[config.mk]
export PLATFORM = sky130hd
export DESIGN_NAME = uart_tx_arbiter
export DESIGN_NICKNAME = d
export VERILOG_FILES = /design/src/rtl/uart_arb_pkg.sv /design/src/rtl/rr_pick.sv /design/src/rtl/uart_tx_arbiter.sv
export SDC_FILE = /design/constraint.sdc
export NUM_CORES = 1
export LEC_CHECK = 0
export CAP_MARGIN = 25
export CORE_MARGIN = 4
export CORE_UTILIZATION = 43
export DETAILED_ROUTE_END_ITERATION = 12
export GPL_ROUTABILITY_DRIVEN = 0
export PLACE_DENSITY = 0.8
export SYNTH_ARGS = -nofsm -noshare
export SYNTH_HDL_FRONTEND = slang
export SYNTH_SLANG_ARGS = --single-unit
[constraint.sdc]
create_clock -name clk -period 2 [get_ports clk]
set_input_delay 0.3 -clock clk [delete_from_list [all_inputs] [get_ports clk]]
set_output_delay 0.3 -clock clk [all_outputs]
set_load 0.02 [all_outputs]
[src/rtl/uart_arb_pkg.sv]
`default_nettype none
// +--------------------------------------------------------------------------+
// | uart_arb_pkg: state encoding and width helper for uart_tx_arbiter         |
// | Revision: 1.0                                                             |
// +--------------------------------------------------------------------------+
package uart_arb_pkg;

   typedef enum logic [1:0] {
      IDLE      = 2'd0,
      WRITE     = 2'd1,
      WAIT_BUSY = 2'd2,
      WAIT_IDLE = 2'd3
   } arb_state_e;

   // Bits needed to index 'value' distinct items (0 for value <= 1).
   function automatic int clog2(input int value);
      int r;
      r = 0;
      for (int i = 0; i < 31; i++) begin
         if ((1 << i) < value) r = i + 1;
      end
      return r;
   endfunction

endpackage
`default_nettype wire

[src/rtl/rr_pick.sv]
`default_nettype none
// +--------------------------------------------------------------------------+
// | rr_pick: combinational round-robin select, searching ptr+1, ptr+2, ...   |
// | Revision: 1.0                                                             |
// +--------------------------------------------------------------------------+
module rr_pick
   import uart_arb_pkg::*;
#(
   parameter int N_REQ = 4,
   parameter int IDX_W = clog2(N_REQ)
)(
   input  logic [N_REQ-1:0] req_i,
   input  logic [IDX_W-1:0] ptr_i,
   output logic             any_o,
   output logic [IDX_W-1:0] idx_o,
   output logic [N_REQ-1:0] onehot_o
);

   logic [IDX_W-1:0] w_pos;

   // Walk from the farthest offset to the nearest so the nearest hit wins.
   always_comb begin
      any_o    = 1'b0;
      idx_o    = '0;
      onehot_o = '0;
      w_pos    = '0;
      for (int k = N_REQ; k >= 1; k--) begin
         w_pos = IDX_W'((int'(ptr_i) + k) % N_REQ);
         if (req_i[w_pos]) begin
            any_o = 1'b1;
            idx_o = w_pos;
         end
      end
      if (any_o) onehot_o = N_REQ'(1) << idx_o;
   end

endmodule
`default_nettype wire

[src/rtl/uart_tx_arbiter.sv]
`default_nettype none
// +--------------------------------------------------------------------------+
// | uart_tx_arbiter: shares one buart transmitter among N_REQ byte sources.  |
// | Optional packet locking with UART_ARB_LOCK_EN.   Revision: 1.0           |
// +--------------------------------------------------------------------------+
module uart_tx_arbiter
   import uart_arb_pkg::*;
#(
   parameter int N_REQ     = 4,
   parameter int W_DATA    = 8,
   parameter int BUSY_WAIT = 15
)(
   input  logic                    clk,
   input  logic                    resetq,
   input  logic [N_REQ-1:0]        req_valid,
   input  logic [N_REQ*W_DATA-1:0] req_data,
   input  logic [N_REQ-1:0]        req_last,
   output logic [N_REQ-1:0]        req_ready,
   output logic [N_REQ-1:0]        grant,
   output logic                    uart_wr,
   output logic [W_DATA-1:0]       uart_tx_data,
   input  logic                    uart_busy,
   output logic                    timeout_err
);

   localparam int c_IDX_W = clog2(N_REQ);
   localparam int c_CNT_W = clog2(BUSY_WAIT + 1);

   arb_state_e          r_state_q, w_state_d;
   logic [N_REQ-1:0]    r_ready_q, w_ready_d;
   logic [N_REQ-1:0]    r_grant_q, w_grant_d;
   logic                r_wr_q, w_wr_d;
   logic [W_DATA-1:0]   r_data_q, w_data_d;
   logic [c_IDX_W-1:0]  r_ptr_q, w_ptr_d;
   logic [c_CNT_W-1:0]  r_cnt_q, w_cnt_d;
   logic                r_tout_q, w_tout_d;

   logic [W_DATA-1:0]   w_req_byte [N_REQ];
   logic [N_REQ-1:0]    w_eligible;
   logic                w_any;
   logic [c_IDX_W-1:0]  w_idx;
   logic [N_REQ-1:0]    w_onehot;
   logic                w_capture;

   for (genvar gi = 0; gi < N_REQ; gi++) begin : g_unpack
      assign w_req_byte[gi] = req_data[gi*W_DATA +: W_DATA];
   end

   rr_pick #(
      .N_REQ (N_REQ),
      .IDX_W (c_IDX_W)
   ) u_rr_pick (
      .req_i    (w_eligible),
      .ptr_i    (r_ptr_q),
      .any_o    (w_any),
      .idx_o    (w_idx),
      .onehot_o (w_onehot)
   );

   assign w_capture = (r_state_q == IDLE) && !uart_busy && w_any;

`ifdef UART_ARB_LOCK_EN
   logic             r_lock_q, w_lock_d;
   logic [N_REQ-1:0] r_lock_mask_q, w_lock_mask_d;

   // A non-final byte pins the arbiter to its owner until that owner sends a last byte.
   always_comb begin
      w_lock_d      = r_lock_q;
      w_lock_mask_d = r_lock_mask_q;
      if (w_capture) begin
         w_lock_d      = ~req_last[w_idx];
         w_lock_mask_d = w_onehot;
      end
   end

   always_ff @(posedge clk) begin
      if (!resetq) begin
         r_lock_q      <= 1'b0;
         r_lock_mask_q <= '0;
      end else begin
         r_lock_q      <= w_lock_d;
         r_lock_mask_q <= w_lock_mask_d;
      end
   end

   assign w_eligible = r_lock_q ? (req_valid & r_lock_mask_q) : req_valid;
`else
   logic w_unused_last;
   assign w_unused_last = ^req_last;
   assign w_eligible    = req_valid;
`endif

   always_comb begin
      w_state_d = r_state_q;
      w_ready_d = '0;
      w_wr_d    = 1'b0;
      w_grant_d = r_grant_q;
      w_data_d  = r_data_q;
      w_ptr_d   = r_ptr_q;
      w_cnt_d   = r_cnt_q;
      w_tout_d  = r_tout_q;
      case (r_state_q)
         IDLE: begin
            if (w_capture) begin
               w_data_d  = w_req_byte[w_idx];
               w_wr_d    = 1'b1;
               w_ready_d = w_onehot;
               w_grant_d = w_onehot;
               w_ptr_d   = w_idx;
               w_state_d = WRITE;
            end
         end
         WRITE: begin
            w_cnt_d   = '0;
            w_state_d = WAIT_BUSY;
         end
         WAIT_BUSY: begin
            if (uart_busy) begin
               w_state_d = WAIT_IDLE;
            end else begin
               w_cnt_d = r_cnt_q + c_CNT_W'(1);
               if (w_cnt_d == c_CNT_W'(BUSY_WAIT)) begin
                  w_tout_d  = 1'b1;
                  w_grant_d = '0;
                  w_state_d = IDLE;
               end
            end
         end
         WAIT_IDLE: begin
            if (!uart_busy) begin
               w_grant_d = '0;
               w_state_d = IDLE;
            end
         end
         default: w_state_d = IDLE;
      endcase
   end

   always_ff @(posedge clk) begin
      if (!resetq) begin
         r_state_q <= IDLE;
         r_ready_q <= '0;
         r_grant_q <= '0;
         r_wr_q    <= 1'b0;
         r_data_q  <= '0;
         r_ptr_q   <= c_IDX_W'(N_REQ - 1);
         r_cnt_q   <= '0;
         r_tout_q  <= 1'b0;
      end else begin
         r_state_q <= w_state_d;
         r_ready_q <= w_ready_d;
         r_grant_q <= w_grant_d;
         r_wr_q    <= w_wr_d;
         r_data_q  <= w_data_d;
         r_ptr_q   <= w_ptr_d;
         r_cnt_q   <= w_cnt_d;
         r_tout_q  <= w_tout_d;
      end
   end

   assign req_ready    = r_ready_q;
   assign grant        = r_grant_q;
   assign uart_wr      = r_wr_q;
   assign uart_tx_data = r_data_q;
   assign timeout_err  = r_tout_q;

endmodule
`default_nettype wire

==> metrics.md <==
| Metric | Value |
|---|---|
| Chip width | 66.7 µm |
| Place WS | -0.115 ns |
| CTS H-tree lvls | 1 |
| Routed vias/inst | 5.41 |
| Hold crit path type | reg2reg |
| Post-synth EDFFs | 0 |
| Critical Path Slowest Stage Cell | or4b_2 |
| P per Cell Area | 640 nW/µm² |
| Hold Buf Count CTS | 0 |
| Seq/Total Area, Yosys | 35.1% |
| Yosys warning count | 0 |
| Fin crit period | 1.76 ns |
| Ys async rst share | 0% |
| Vias in the first global route | 1,489 |
| NumNets Final | 276 |
| Final Skew | 0.00696 ns |
| Worst-case clock buffer depth | 2 |
| Leak | 0.867 nW |
| Util after Layout | 67.2% |
| Crit. End Element | flop |
| Vias | 1,492 |
| TNS Setup | 0 ns |
| Slowest stage delay, CP | 0.60 ns |
| Max Slew Vio Count | 0 |
| Worst-path clk slew | 0.15 ns |
| Max-Cap Viols | 0 |
| Post-CTS Resized | 0 |
| Syn Area/Cell | 9.26 µm² |
| Post-CTS Setup Bufs | 0 |
| CP Cell Sequence | ha_1 -> or4b_2 -> o21ai_0 -> a21oi_1 -> nor2_1 |
| Final worst slack | 0.244 ns |
| Detailed Route Iter0 Violations | 91 |
| Detailed Routing Iterations Pass 1 | 4 |
| Worst-path fanout max | 7 |
| CTS tree | yes |
| Startpoint types | flop |
| TritonCTS Buffers | 3 |
| Top-area cell type share of the netlist area | 35.1% |
| Initial Util | 44.4% |
| Fmax | 569 MHz |
| Antenna-violating nets left | 0 |
| Delay-heaviest family, CP | simple AND/OR/NAND/NOR gates |
| Hold Vio Cnt, Final | 0 |
| DP HPWL | 3.29 mm |
| Area Overhead vs Synth | 51.3% |
| Port Buffers | 56 |
| Gr ovfl total | 0 |
| Drc violations | 0 |
| Die area | 4450 µm² |
| GRT Util Overall | 19.0% |
| Worst-margin pin slew | 0.507 ns |
| Largest net degree at the start of global routing | 22 |
| Core area | 3340 µm² |
| Commonest non-fill, non-tap cell in the layout | clkdlybuf4s50_1 |
| Routed WL | 4.04 mm |
| Global-route wire length before repair | 6.50 mm |
| Cell taking the most area after synthesis | dfxtp_1 |
| RSZ-0062 raised after global routing | false |
| Die Y | 66.7 µm |
| Filler instances | 284 |
| VDD IR max | 247 µV |
| Post-Synthesis Cells | 160 |
| Worst EP arrival | 2.04 ns |
| Finish-stage setup viols | 0 |
| Post-synth cell types | 46 |
| I/O pins | 61 |
| Most used DFF post-synth | dfxtp_1 |
| Antenna diodes | 0 |
| Clk sinks | 26 |
| FF+latch count, synth | 26 |
| Syn_nets | 205 |
| Period utilisation layout | 87.8% |
| Routed WL per cell | 14.6 µm |
| Initial antenna violation count | 0 |
| Cell area after synthesis | 1480 µm² |
| Most frequent cells in the layout | clkdlybuf4s50_1 (56), dfxtp_1 (26), buf_4 (16), o21ai_0 (14), inv_1 (12) |
| Area contributors post-synth | dfxtp_1 (35%), a211oi_2 (7.6%), mux2i_1 (6.1%), o21ai_0 (4.7%), a211oi_1 (4.6%) |
| Type of the worst setup path | reg2reg |
| Clock latency on the worst-skew pair | 0.34 ns |
| Fraction of layout instances using a drive strength above 1 | 17.8% |
| Slew Limit Headroom | 65.7% |
| Outcome | finished clean |
| FP Rows | 21 |
| Root buffer cell | clkbuf_4 |
| Crit path required time | 2.28 ns |
| CP bufs+invs | 0 |
state kept, by name, summed over array words and instances, names as in the netlist:
signal        cells
grant             4
r_cnt_q           4
r_ptr_q           2
r_state_q         2
req_ready         4
timeout_err       1
uart_tx_data      8
uart_wr           1
per-stage QoR:
step	std cells	hold WS, ns	cell area (µm²)	total power [mW]
floorplan	160	0.449	1480	0.860
global placement	272	0.437	2190	1.06
detailed placement	272	0.443	2190	1.08
CTS	276	0.463	2240	1.44
global route	276	0.485	2240	1.50
finish	276	0.460	2240	1.43
worst reg2reg max path, cell delays in order (launching register included):
cell     delay (ns)
dfxtp_1        0.49
ha_1           0.32
or4b_2         0.60
o21ai_0        0.10
a21oi_1        0.09
nor2_1         0.10
Yosys cell counts, drive strengths merged, types with 3 or more instances:
| library cell | count |
|---|---|
| o21bai | 4 |
| and3 | 3 |
| a31oi | 8 |
| buf | 4 |
| dfxtp | 26 |
| nor2b | 3 |
| nand2 | 10 |
| clkbuf | 3 |
| mux2i | 9 |
| nor2 | 11 |
| a21oi | 3 |
| inv | 13 |
| a211oi | 18 |
| o21ai | 17 |
path summary, 6_finish.rpt:
kind / startpoint / endpoint / cells past startpoint / slack [ns]
min: grant[0] / grant[0] / 2 / 0.46
max: r_cnt_q[1] / r_cnt_q[2] / 5 / 0.24
min reg2reg: grant[0] / grant[0] / 2 / 0.46
max reg2reg: r_cnt_q[1] / r_cnt_q[2] / 5 / 0.24
power breakdown:
part           total, mW  leakage [nW]  switching, mW  internal [mW]
Combinational      0.469         0.627          0.221          0.248
Sequential         0.593         0.213         0.0338          0.559
Clock              0.372        0.0279          0.169          0.203
cell families (layout without fill, tap and decap cells):
| logic type | after synthesis | after routing | share of synthesized area (%) |
|---|---|---|---|
| flops | 26 | 26 | 35.1 |
| mux | 9 | 9 | 6.08 |
| simple gates | 40 | 40 | 16.5 |
| buf+inv | 21 | 91 | 7.01 |
| compound gates | 62 | 62 | 33.6 |
| fa+ha+maj | 2 | 2 | 1.69 |
area by class of cell:
class | count | area, µm² | share of cell area (%)
Clock buffer | 3 | 22.5 | 1.01
Clock inverter | 1 | 30.0 | 1.34
Inverter | 14 | 52.6 | 2.35
Multi-Input combinational cell | 113 | 857 | 38.2
Sequential cell | 26 | 520 | 23.2
Tap cell | 46 | 57.6 | 2.57
Timing Repair Buffer | 73 | 701 | 31.3
routing by layer:
| layer | vias to the layer above | GRT usage, % | wire [µm] |
|---|---|---|---|
| met5 | - | 0 | 0 |
| met4 | 0 | 9.64 | 91 |
| met3 | 10 | 2.19 | 175 |
| met2 | 52 | 33.8 | 2100 |
| met1 | 692 | 22.3 | 1670 |
| li1 | 738 | - | - |
Power figures use the tool's default switching activity.
